<file path="src/rtl/apb_cmd_master.sv">
// APB3/APB4 requester: turns a valid/ready command into one APB transfer and
// returns read data and status on a held response port.
module apb_cmd_master #(
  parameter int TIMEOUT_CYCLES = 16
) (
  input  logic        pclk_i,
  input  logic        presetn_i,
  input  logic        req_valid_i,
  output logic        req_ready_o,
  input  logic        req_write_i,
  input  logic [31:0] req_addr_i,
  input  logic [31:0] req_wdata_i,
  input  logic [3:0]  req_strb_i,
  output logic        rsp_valid_o,
  input  logic        rsp_ready_i,
  output logic [31:0] rsp_rdata_o,
  output logic        rsp_err_o,
  output logic        rsp_timeout_o,
  output logic [31:0] paddr_o,
  output logic        psel_o,
  output logic        penable_o,
  output logic        pwrite_o,
  output logic [31:0] pwdata_o,
  output logic [3:0]  pstrb_o,
  input  logic        pready_i,
  input  logic [31:0] prdata_i,
  input  logic        pslverr_i
);

  localparam int CNT_W = (TIMEOUT_CYCLES > 0) ? $clog2(TIMEOUT_CYCLES + 1) : 1;
  localparam logic [CNT_W-1:0] TIMEOUT_CNT = CNT_W'(TIMEOUT_CYCLES);

  typedef enum logic [1:0] {
    ST_IDLE,
    ST_SETUP,
    ST_ACCESS,
    ST_RESP
  } state_t;

  state_t           state, state_nxt;
  logic [CNT_W-1:0] wait_cnt, wait_cnt_nxt;
  logic             psel_nxt, penable_nxt;
  logic             pwrite_nxt;
  logic [31:0]      paddr_nxt, pwdata_nxt;
  logic [3:0]       pstrb_nxt;
  logic             rsp_valid_nxt, rsp_err_nxt, rsp_timeout_nxt;
  logic [31:0]      rsp_rdata_nxt;
  logic             accept;
  logic             timeout_hit;

  // Ready is held low during reset even though the state already reads IDLE.
  assign req_ready_o = presetn_i & (state == ST_IDLE);
  assign accept      = req_valid_i & req_ready_o;
  assign timeout_hit = (TIMEOUT_CYCLES != 0) && (wait_cnt == TIMEOUT_CNT);

  always_comb begin
    state_nxt       = state;
    wait_cnt_nxt    = wait_cnt;
    psel_nxt        = psel_o;
    penable_nxt     = penable_o;
    pwrite_nxt      = pwrite_o;
    paddr_nxt       = paddr_o;
    pwdata_nxt      = pwdata_o;
    pstrb_nxt       = pstrb_o;
    rsp_valid_nxt   = rsp_valid_o;
    rsp_err_nxt     = rsp_err_o;
    rsp_timeout_nxt = rsp_timeout_o;
    rsp_rdata_nxt   = rsp_rdata_o;

    case (state)
      ST_IDLE: begin
        if (accept) begin
          paddr_nxt  = req_addr_i;
          pwrite_nxt = req_write_i;
          pwdata_nxt = req_wdata_i;
          pstrb_nxt  = req_write_i ? req_strb_i : 4'b0000;
          if (req_addr_i[1:0] != 2'b00) begin
            // Misaligned commands are answered locally without touching the bus.
            state_nxt       = ST_RESP;
            rsp_valid_nxt   = 1'b1;
            rsp_err_nxt     = 1'b1;
            rsp_timeout_nxt = 1'b0;
            rsp_rdata_nxt   = 32'h0;
          end else begin
            state_nxt   = ST_SETUP;
            psel_nxt    = 1'b1;
            penable_nxt = 1'b0;
          end
        end
      end

      ST_SETUP: begin
        state_nxt    = ST_ACCESS;
        penable_nxt  = 1'b1;
        wait_cnt_nxt = '0;
      end

      ST_ACCESS: begin
        // The timeout wins over a pready arriving in the same cycle.
        if (timeout_hit) begin
          state_nxt       = ST_RESP;
          psel_nxt        = 1'b0;
          penable_nxt     = 1'b0;
          rsp_valid_nxt   = 1'b1;
          rsp_err_nxt     = 1'b1;
          rsp_timeout_nxt = 1'b1;
          rsp_rdata_nxt   = 32'h0;
        end else if (pready_i) begin
          state_nxt       = ST_RESP;
          psel_nxt        = 1'b0;
          penable_nxt     = 1'b0;
          rsp_valid_nxt   = 1'b1;
          rsp_err_nxt     = pslverr_i;
          rsp_timeout_nxt = 1'b0;
          rsp_rdata_nxt   = pwrite_o ? 32'h0 : prdata_i;
        end else begin
          wait_cnt_nxt = wait_cnt + 1'b1;
        end
      end

      ST_RESP: begin
        if (rsp_ready_i) begin
          state_nxt       = ST_IDLE;
          rsp_valid_nxt   = 1'b0;
          rsp_err_nxt     = 1'b0;
          rsp_timeout_nxt = 1'b0;
          rsp_rdata_nxt   = 32'h0;
        end
      end

      default: begin
        state_nxt   = ST_IDLE;
        psel_nxt    = 1'b0;
        penable_nxt = 1'b0;
      end
    endcase
  end

  always_ff @(posedge pclk_i or negedge presetn_i) begin
    if (!presetn_i) begin
      state         <= ST_IDLE;
      wait_cnt      <= '0;
      psel_o        <= 1'b0;
      penable_o     <= 1'b0;
      pwrite_o      <= 1'b0;
      paddr_o       <= 32'h0;
      pwdata_o      <= 32'h0;
      pstrb_o       <= 4'b0000;
      rsp_valid_o   <= 1'b0;
      rsp_err_o     <= 1'b0;
      rsp_timeout_o <= 1'b0;
      rsp_rdata_o   <= 32'h0;
    end else begin
      state         <= state_nxt;
      wait_cnt      <= wait_cnt_nxt;
      psel_o        <= psel_nxt;
      penable_o     <= penable_nxt;
      pwrite_o      <= pwrite_nxt;
      paddr_o       <= paddr_nxt;
      pwdata_o      <= pwdata_nxt;
      pstrb_o       <= pstrb_nxt;
      rsp_valid_o   <= rsp_valid_nxt;
      rsp_err_o     <= rsp_err_nxt;
      rsp_timeout_o <= rsp_timeout_nxt;
      rsp_rdata_o   <= rsp_rdata_nxt;
    end
  end

endmodule

</file>
<file path="config.mk">
export PLATFORM = sky130hd
export DESIGN_NAME = apb_cmd_master
export DESIGN_NICKNAME = d
export VERILOG_FILES = /design/src/rtl/apb_cmd_master.sv
export SDC_FILE = /design/constraint.sdc
export NUM_CORES = 1
export LEC_CHECK = 0
export CORE_ASPECT_RATIO = 0.5
export CORE_UTILIZATION = 45
export DETAILED_ROUTE_END_ITERATION = 7
export PLACE_DENSITY = 0.92
export SLEW_MARGIN = 20
export SYNTH_ARGS = -nofsm -noshare
export SYNTH_HDL_FRONTEND = slang
export SYNTH_SLANG_ARGS = --single-unit
</file>
<file path="constraint.sdc">
create_clock -name pclk_i -period 5.7 [get_ports pclk_i]
set_input_delay 0.855 -clock pclk_i [delete_from_list [all_inputs] [get_ports pclk_i]]
set_output_delay 0.855 -clock pclk_i [all_outputs]
set_load 0.01 [all_outputs]
</file>
==> flow_summary.json, run 1 <==
{
  "status": "complete, no violations",
  "wl_mm": 13.0,
  "crit_chain": "buf_4, and2_1, clkdlybuf4s50_1",
  "setup_slack_ns": 2.67,
  "reg2regPathDepth": 6,
  "die_y_um": 75.0,
  "finalSetupViolCount": 0,
  "grt-ovfl-total": 0,
  "async_flop_share": 1.00,
  "synthFlopType": "dfrtp_1",
  "io_buffers": 213,
  "period_share": 0.531,
  "rows": 26,
  "hpwlAfterDp_mm": 8.79,
  "layout-drive-gt1-share": 0.183,
  "antennaDiodeCount": 0,
  "synth.distinct_cells": 34,
  "required_ns": 4.85,
  "hold_buffers": 0,
  "syn_nets": 489,
  "p_leak_nw": 3.39,
  "fmax_mhz": 330,
  "drv_slew": 0,
  "synth_common_cells": "113 x dfrtp_1, 68 x mux2_2, 46 x nand2_1",
  "post-route-cell-area_um2": 7710,
  "clkSinkCount": 113,
  "met3_usage": 0.0521,
  "synth_top_area_cell": "dfrtp_1",
  "seqCellArea_um2": 2830,
  "reg2reg_to": "rsp_err_o",
  "cts.path.max_buffers": 2,
  "top_usage_layer": "met2",
  "yosysMostFrequentCell": "dfrtp_1",
  "slowest_stage": "buf_4",
  "antenna_found_initial": 0,
  "dr.pass1.iters": 4,
  "clock-root-buffer": "clkbuf_16",
  "cp-end-kind": "primary output",
  "dpl_cell_area_um2": 7040,
  "slew_headroom": 0.403,
  "fin_util": 0.750,
  "track_usage": 0.232,
  "tns_ns": 0,
  "coreArea_um2": 10300,
  "syn_avg_cell_area_um2": 12.8,
  "tightest_slew_ns": 0.896,
  "die_width_um": 148,
  "grt_start_max_net_pins": 75,
  "max_cap_viol_count": 0,
  "cts_resized": 0,
  "slowest_delay_ns": 0.54,
  "num-fill-cells": 638,
  "globalplace.congestion": 0.773,
  "nNetsFinal": 708,
  "yosys.area.top_type_share": 0.589,
  "path_clk_slew_ns": 0.05,
  "drcViolationCount": 0,
  "yosysWarnings": 0,
  "syn_area_um2": 4800,
  "arrival_ns": 2.17,
  "yosysSeqAreaShare": 0.589,
  "h-tree-depth": 4,
  "met1_usage": 0.258,
  "pre_cts_ws_ns": 2.39,
  "wl_per_cell_um": 17.5,
  "vias": 3654,
  "syn-instance-count": 374,
  "cts_tree": "yes",
  "hold_viol_final": 0,
  "ir_drop_v": 0.000297,
  "num_io_pins": 214,
  "die_area_um2": 11100,
  "detail-route-antenna-nets": 0,
  "multi_input_area_um2": 1720,
  "clock_latency_ns": 0.41,
  "cts_setup_buffers": 0,
  "start_util": 0.467,
  "rsz0062_at_grt": "false",
  "layout.cells.non_filler": 746,
  "crit_path_end": "req_ready_o",
  "ys_seq_elements": 113,
  "groute.layer.met2.usage": 0.428,
  "placed_cells_incl_taps": 714,
  "finalCriticalPeriod_ns": 3.03,
  "reg2reg_from": "state[0]",
  "synth.area.top_cells": "dfrtp_1 59%, mux2_2 16%, mux2i_1 7.3%",
  "vias_per_cell": 4.90,
  "grt_pass1_wl_mm": 19.3,
  "power_mw": 4.18,
  "critPathLaunch": "presetn_i",
  "skew_ns": 0.00943,
  "grt_pass1_vias": 3729,
  "area_delta_synth_final_pct": 60.5,
  "hold_slack_ns": 0.479,
  "worstPathMaxFanout": 54,
  "synth_edf_count": 0,
  "crit_type": "in2out",
  "start_kind": "primary input",
  "cts_buffers": 17,
  "hold_path.class": "reg2reg",
  "powerDensity_nw_per_um2": 542,
  "drt_iter0_drc": 167,
  "r2r_slack_ns": 3.13
}
-- registers in the layout, indices dropped and copies added (netlist names), 2 cells and up --
name and count:
wait_cnt 5, rsp_rdata_o 32, pwdata_o 32, pstrb_o 4, state 2, paddr_o 32
-- cells in the final DEF (no fill, tap or decap), types with 2 or more instances in the layout --
master           count
a21oi_1              3
buf_4                3
bufinv_16            4
clkbuf_16           17
clkbuf_8             7
clkdlybuf4s50_1    212
clkinv_2             2
dfrtp_1            113
ha_1                 8
inv_1               40
mux2_2              68
mux2i_1             35
nand2_1             46
nand3_1              5
nand3_4              2
nand4b_1             2
nor2_1               4
nor2b_1              2
nor3_1               2
o211ai_1             2
o21ai_0              8
o22ai_1              2
o2bb2ai_1            2
-- critical path, delay by kind of cell --
kind | cells | cell delay (ns)
buf+inv | 2 | 1.07
simple gates | 1 | 0.22
-- power by group --
part / total [mW] / leakage (nW) / internal, mW / switching, mW
Sequential: 1.30 / 1.42 / 1.12 / 0.178
Clock: 1.18 / 0.328 / 0.813 / 0.365
Combinational: 1.70 / 1.63 / 0.974 / 0.730
Total: 4.18 / 3.39 / 2.91 / 1.27
-- kinds of logic (layout without fill, tap and decap cells) --
| kind of cell | count (synthesis) | count (layout) | synth area share |
|---|---|---|---|
| DFF | 113 | 113 | 0.589 |
| AOI/OAI and AO/OA | 20 | 20 | 0.0263 |
| buffers and inverters | 57 | 289 | 0.0565 |
| muxes | 103 | 103 | 0.232 |
| adders and majority gates | 8 | 8 | 0.0208 |
| and+or+nand+nor | 73 | 73 | 0.0750 |
-- per-layer routing --
metal	share of wire	vias up
met2	0.54	103
met3	0.035	32
met4	0.028	0
met5	0	-
li1	-	1694
met1	0.39	1825
-- area by class of cell --
cell class	count	area share
clock inverter	8	0.0190
clock buffer	24	0.0677
multi-input combinational	204	0.223
sequential	113	0.367
tap	140	0.0227
timing repair buffer	216	0.280
inverter	41	0.0200
-- worst min path at each step --
stage           startpoint          end  slack (ns)  depth (start not counted)
2_1_floorplan   pstrb_o[0]   pstrb_o[0]        0.52                          2
3_3_place_gp    pstrb_o[0]   pstrb_o[0]        0.47                          2
3_5_place_dp    pstrb_o[3]   pstrb_o[3]        0.47                          2
4_1_cts         pstrb_o[3]   pstrb_o[3]        0.48                          2
5_1_grt        paddr_o[20]  paddr_o[20]        0.51                          1
6_report        pstrb_o[3]   pstrb_o[3]        0.48                          2
Note: power is estimated with default switching activity, not from simulation.
==> run 2, diff against run 1 <==
CORE_UTILIZATION = 42   (was 45)
PLACE_DENSITY = 0.87   (was 0.92)
clock period = 3.04 ns   (was 5.7 ns; I/O delays follow)
==> run 2 against run 1 <==
Against the previous run:
- sequential share of layout area is 0.054 points lower
- setup slack got worse by 2.1 ns
- sequential power up 86%
- count of clock-buffer cells in the layout decreased by 5
- die area grew 7.0%
- cell area up 0.15%
- first-iteration DRC count unchanged
- clock power up 80%
- sequential cell count did not move
- global-route usage down 1.9 points
- register-to-register slack got worse by 2.5 ns
==> flow_summary.json, run 2 (same netlist as run 1, synthesis figures left out) <==
{
  "status": "complete, no violations",
  "cp-end-kind": "primary output",
  "cts_setup_buffers": 0,
  "reg2regPathDepth": 7,
  "required_ns": 2.58,
  "post-route-cell-area_um2": 7720,
  "start_util": 0.435,
  "pre_cts_ws_ns": 0.527,
  "cts_tree": "yes",
  "placed_cells_incl_taps": 721,
  "hold_slack_ns": 0.126,
  "grt_pass1_wl_mm": 19.7,
  "reg_top3": "paddr_o x32, pwdata_o x32, rsp_rdata_o x32",
  "arrival_ns": 1.98,
  "area_delta_synth_final_pct": 60.7,
  "layout_common_cells": "212 x clkdlybuf4s50_1, 113 x dfrtp_1, 68 x mux2_2",
  "combPwrFrac": 0.412,
  "rows": 27,
  "cts.path.max_buffers": 2,
  "num_io_pins": 214,
  "crit_type": "reg2out",
  "hpwlAfterDp_mm": 8.73,
  "ir_drop_v": 0.000565,
  "die_area_um2": 11900,
  "clock-root-buffer": "clkbuf_16",
  "io_buffers": 213,
  "p_int_mw": 5.35,
  "switching_share": 0.306,
  "max_cap_viol_count": 0,
  "p_leak_nw": 3.38,
  "p_sw_mw": 2.36,
  "finalCriticalPeriod_ns": 2.43,
  "wl_per_cell_um": 16.1,
  "wl_mm": 12.2,
  "vias": 3599,
  "worstPathMaxFanout": 6,
  "clkSinkCount": 113,
  "coreArea_um2": 11000,
  "track_usage": 0.213,
  "clkPwrFrac": 0.275,
  "setup_slack_ns": 0.606,
  "drcViolationCount": 0,
  "drt_iter0_drc": 167,
  "die_y_um": 77.6,
  "hold_viol_final": 0,
  "grt-ovfl-total": 0,
  "fin_util": 0.699,
  "vias_per_cell": 4.78,
  "seq_power_share": 0.313,
  "skew_ns": 0.00959,
  "clock_latency_ns": 0.40,
  "tightest_slew_ns": 0.755,
  "hold_buffers": 0,
  "h-tree-depth": 4,
  "final_common_cell": "clkdlybuf4s50_1",
  "dpl_cell_area_um2": 7080,
  "fmax_mhz": 411,
  "grt_start_max_net_pins": 83,
  "tns_ns": 0,
  "antennaDiodeCount": 0,
  "nNetsFinal": 710,
  "drv_slew": 0,
  "cts_resized": 0,
  "detail-route-antenna-nets": 0,
  "globalplace.congestion": 0.796,
  "cts_buffers": 17,
  "path_clk_slew_ns": 0.06,
  "antenna_found_initial": 0,
  "rsz0062_at_grt": "false",
  "power_mw": 7.71,
  "period_share": 0.801,
  "reg2reg_from": "state[0]",
  "powerDensity_nw_per_um2": 999,
  "layout.cells.non_filler": 753,
  "finalSetupViolCount": 0,
  "dr.pass1.iters": 4,
  "die_width_um": 153,
  "layout-drive-gt1-share": 0.186,
  "grt_pass1_vias": 3806,
  "start_kind": "flop",
  "slew_headroom": 0.496,
  "hold_path.class": "in2async",
  "critPathLaunch": "state[0]"
}
[run 2: cell count changes in the layout (fill, tap and decap cells not counted)]
cell        previous run  this run
clkbuf_8               7         2
clkinvlp_4             1         3
buf_12                 0         2
buf_8                  1         0
buf_6                  0         1
clkinv_2               2         3
inv_6                  0         1
clkinv_4               1         2
[run 2: final timing paths]
path	slack, ns	end
min reg2reg	0.48	pstrb_o[3]
min	0.13	rsp_rdata_o[6]
max reg2reg	0.67	rsp_rdata_o[25]
max in group asynchronous	1.82	paddr_o[29]
max	0.61	req_ready_o
min in group pclk_i	0.48	pstrb_o[3]
[run 2: cell type report]
type / count / area (um2)
clock buffer: 19 / 453
clock inverter: 13 / 184
fill: 784 / 3330
inverter: 41 / 154
multi-input combinational: 204 / 1720
sequential: 113 / 2830
tap: 145 / 181
timing repair buffer: 218 / 2200
[run 2: critical path, stage by stage (launching register included)]
cell and delay (ns):
dfrtp_1 0.42, inv_1 0.14, ha_1 0.32, and2_1 0.17, clkdlybuf4s50_1 0.53
[run 2: routing by layer]
layer  GRT usage  routed length (um)
met5           0                   0
met4      0.0818                 175
met3      0.0508                 475
met2       0.377                6510
met1       0.253                5000
[run 2: power groups by stage]
stage	clock [mW]	sequential [mW]	combinational [mW]
floorplan	0	2.66	1.42
global placement	0	2.40	3.12
detailed placement	0	2.44	3.19
CTS	2.16	2.42	3.21
global route	2.22	2.49	3.39
finish	2.12	2.42	3.17
==> run 3, diff against run 2 <==
clock period = 2.39 ns   (was 3.04 ns; I/O delays follow)
==> run 3 against run 2 <==
Against the previous run:
- critical endpoint unchanged
- setup slack got worse by 0.49 ns
- largest cell class unchanged
- cell area about the same
- clock power grew 20%
==> flow_summary.json, run 3 (same netlist as run 1, synthesis figures left out) <==
{
  "hold_buffers": 0,
  "crit_path_end": "req_ready_o",
  "hold_path.class": "in2async",
  "vias": 3630,
  "dr.pass1.iters": 4,
  "cts_resized": 0,
  "r2r_slack_ns": 0.22,
  "io_buffers": 213,
  "grt_start_max_net_pins": 74,
  "grt_pass1_vias": 3848,
  "wl_mm": 12.6,
  "worstPathMaxFanout": 6,
  "drt_iter0_drc": 142,
  "layout-drive-gt1-share": 0.191,
  "max_cap_viol_count": 0,
  "grt-ovfl-total": 0,
  "tightest_slew_ns": 0.798,
  "critPathLaunch": "state[0]",
  "cts_buffers": 17,
  "area_delta_synth_final_pct": 60.8,
  "die_width_um": 153,
  "slew_headroom": 0.468,
  "reg2reg_from": "state[0]",
  "antenna_found_initial": 0,
  "track_usage": 0.221,
  "cts.path.max_buffers": 2,
  "rsz0062_at_grt": "false",
  "reg_top3": "paddr_o x32, pwdata_o x32, rsp_rdata_o x32",
  "path_clk_slew_ns": 0.05,
  "start_util": 0.435,
  "crit_type": "reg2out",
  "required_ns": 2.03,
  "reg2regPathDepth": 7,
  "layout_common_cells": "212 x clkdlybuf4s50_1, 113 x dfrtp_1, 68 x mux2_2",
  "drv_slew": 0,
  "final_common_cell": "clkdlybuf4s50_1",
  "cts_tree": "yes",
  "tns_ns": 0,
  "finalSetupViolCount": 0,
  "drcViolationCount": 0,
  "ir_drop_v": 0.000680,
  "nNetsFinal": 714,
  "clock_latency_ns": 0.40,
  "power_mw": 9.79,
  "start_kind": "flop",
  "wl_per_cell_um": 16.6,
  "skew_ns": 0.00915,
  "finalCriticalPeriod_ns": 2.28,
  "fmax_mhz": 439,
  "post-route-cell-area_um2": 7720,
  "met1_length_mm": 5.16,
  "coreArea_um2": 11000,
  "p_leak_nw": 3.39,
  "fin_util": 0.699,
  "cp-end-kind": "primary output",
  "cts_setup_buffers": 0,
  "hold_viol_final": 0,
  "detail-route-antenna-nets": 0,
  "die_area_um2": 11900,
  "period_share": 0.953,
  "dr_wl_met2_mm": 6.64,
  "clkSinkCount": 113,
  "grt_pass1_wl_mm": 20.2,
  "globalplace.congestion": 0.755,
  "h-tree-depth": 4,
  "num_io_pins": 214,
  "wl_met3_um": 464,
  "highest-signal-layer": "met4",
  "reg2reg_to": "rsp_rdata_o[20]",
  "antennaDiodeCount": 0,
  "status": "complete, no violations",
  "arrival_ns": 1.92,
  "dpl_cell_area_um2": 7120,
  "rows": 27,
  "vias_per_cell": 4.80,
  "clock-root-buffer": "clkbuf_16",
  "powerDensity_nw_per_um2": 1270,
  "hpwlAfterDp_mm": 8.98,
  "die_y_um": 77.6
}
## run 3: changes by cell type in the layout (fill, tap and decap cells not counted), sizes merged
cell,previous run,this run
buf,6,10
clkbuf,19,23
bufinv,4,2
clkinvlp,3,2
inv,42,41
## run 3: power breakdown
group | leakage, nW | internal (mW) | switching, mW | total (mW)
sequential | 1.42 | 2.67 | 0.423 | 3.09
combinational | 1.67 | 2.43 | 1.73 | 4.16
clock | 0.295 | 1.67 | 0.871 | 2.54
## run 3: metrics by stage
stage | instances | worst slack, ns | hold WS, ns
6_report | 757 | 0.113 | 0.0301
5_1_grt | 757 | 0.00808 | 0.0409
4_1_cts | 757 | 0.0420 | 0.0237
3_5_place_dp | 725 | 0.247 | 0.447
3_3_place_gp | 725 | 0.345 | 0.448
2_1_floorplan | 374 | 0.406 | 0.0629
## run 3: metal layers
metal / track usage / vias to the layer above
met5: 0 / -
met4: 0.0960 / 0
met3: 0.0419 / 24
met2: 0.393 / 96
met1: 0.266 / 1809
li1: - / 1701
## run 3: cell type report
type / instances / area [um2]
Clock inverter: 9 / 104
Tap cell: 145 / 181
Inverter: 41 / 154
Multi-Input combinational cell: 204 / 1720
Timing Repair Buffer: 222 / 2230
Clock buffer: 23 / 498
Sequential cell: 113 / 2830
Fill cell: 760 / 3320
## run 3: worst min path at each step
stage               cells after the start               to
finish                                  2   rsp_rdata_o[5]
global route                            2     pwdata_o[24]
CTS                                     2  rsp_rdata_o[31]
detailed placement                      2   rsp_rdata_o[5]
global placement                        2   rsp_rdata_o[0]
floorplan                               0       paddr_o[0]
## run 3: critical path, stage by stage, from the launching register on
cell,delay (ns)
dfrtp_1,0.41
inv_1,0.15
ha_2,0.27
and2_1,0.16
clkdlybuf4s50_1,0.54
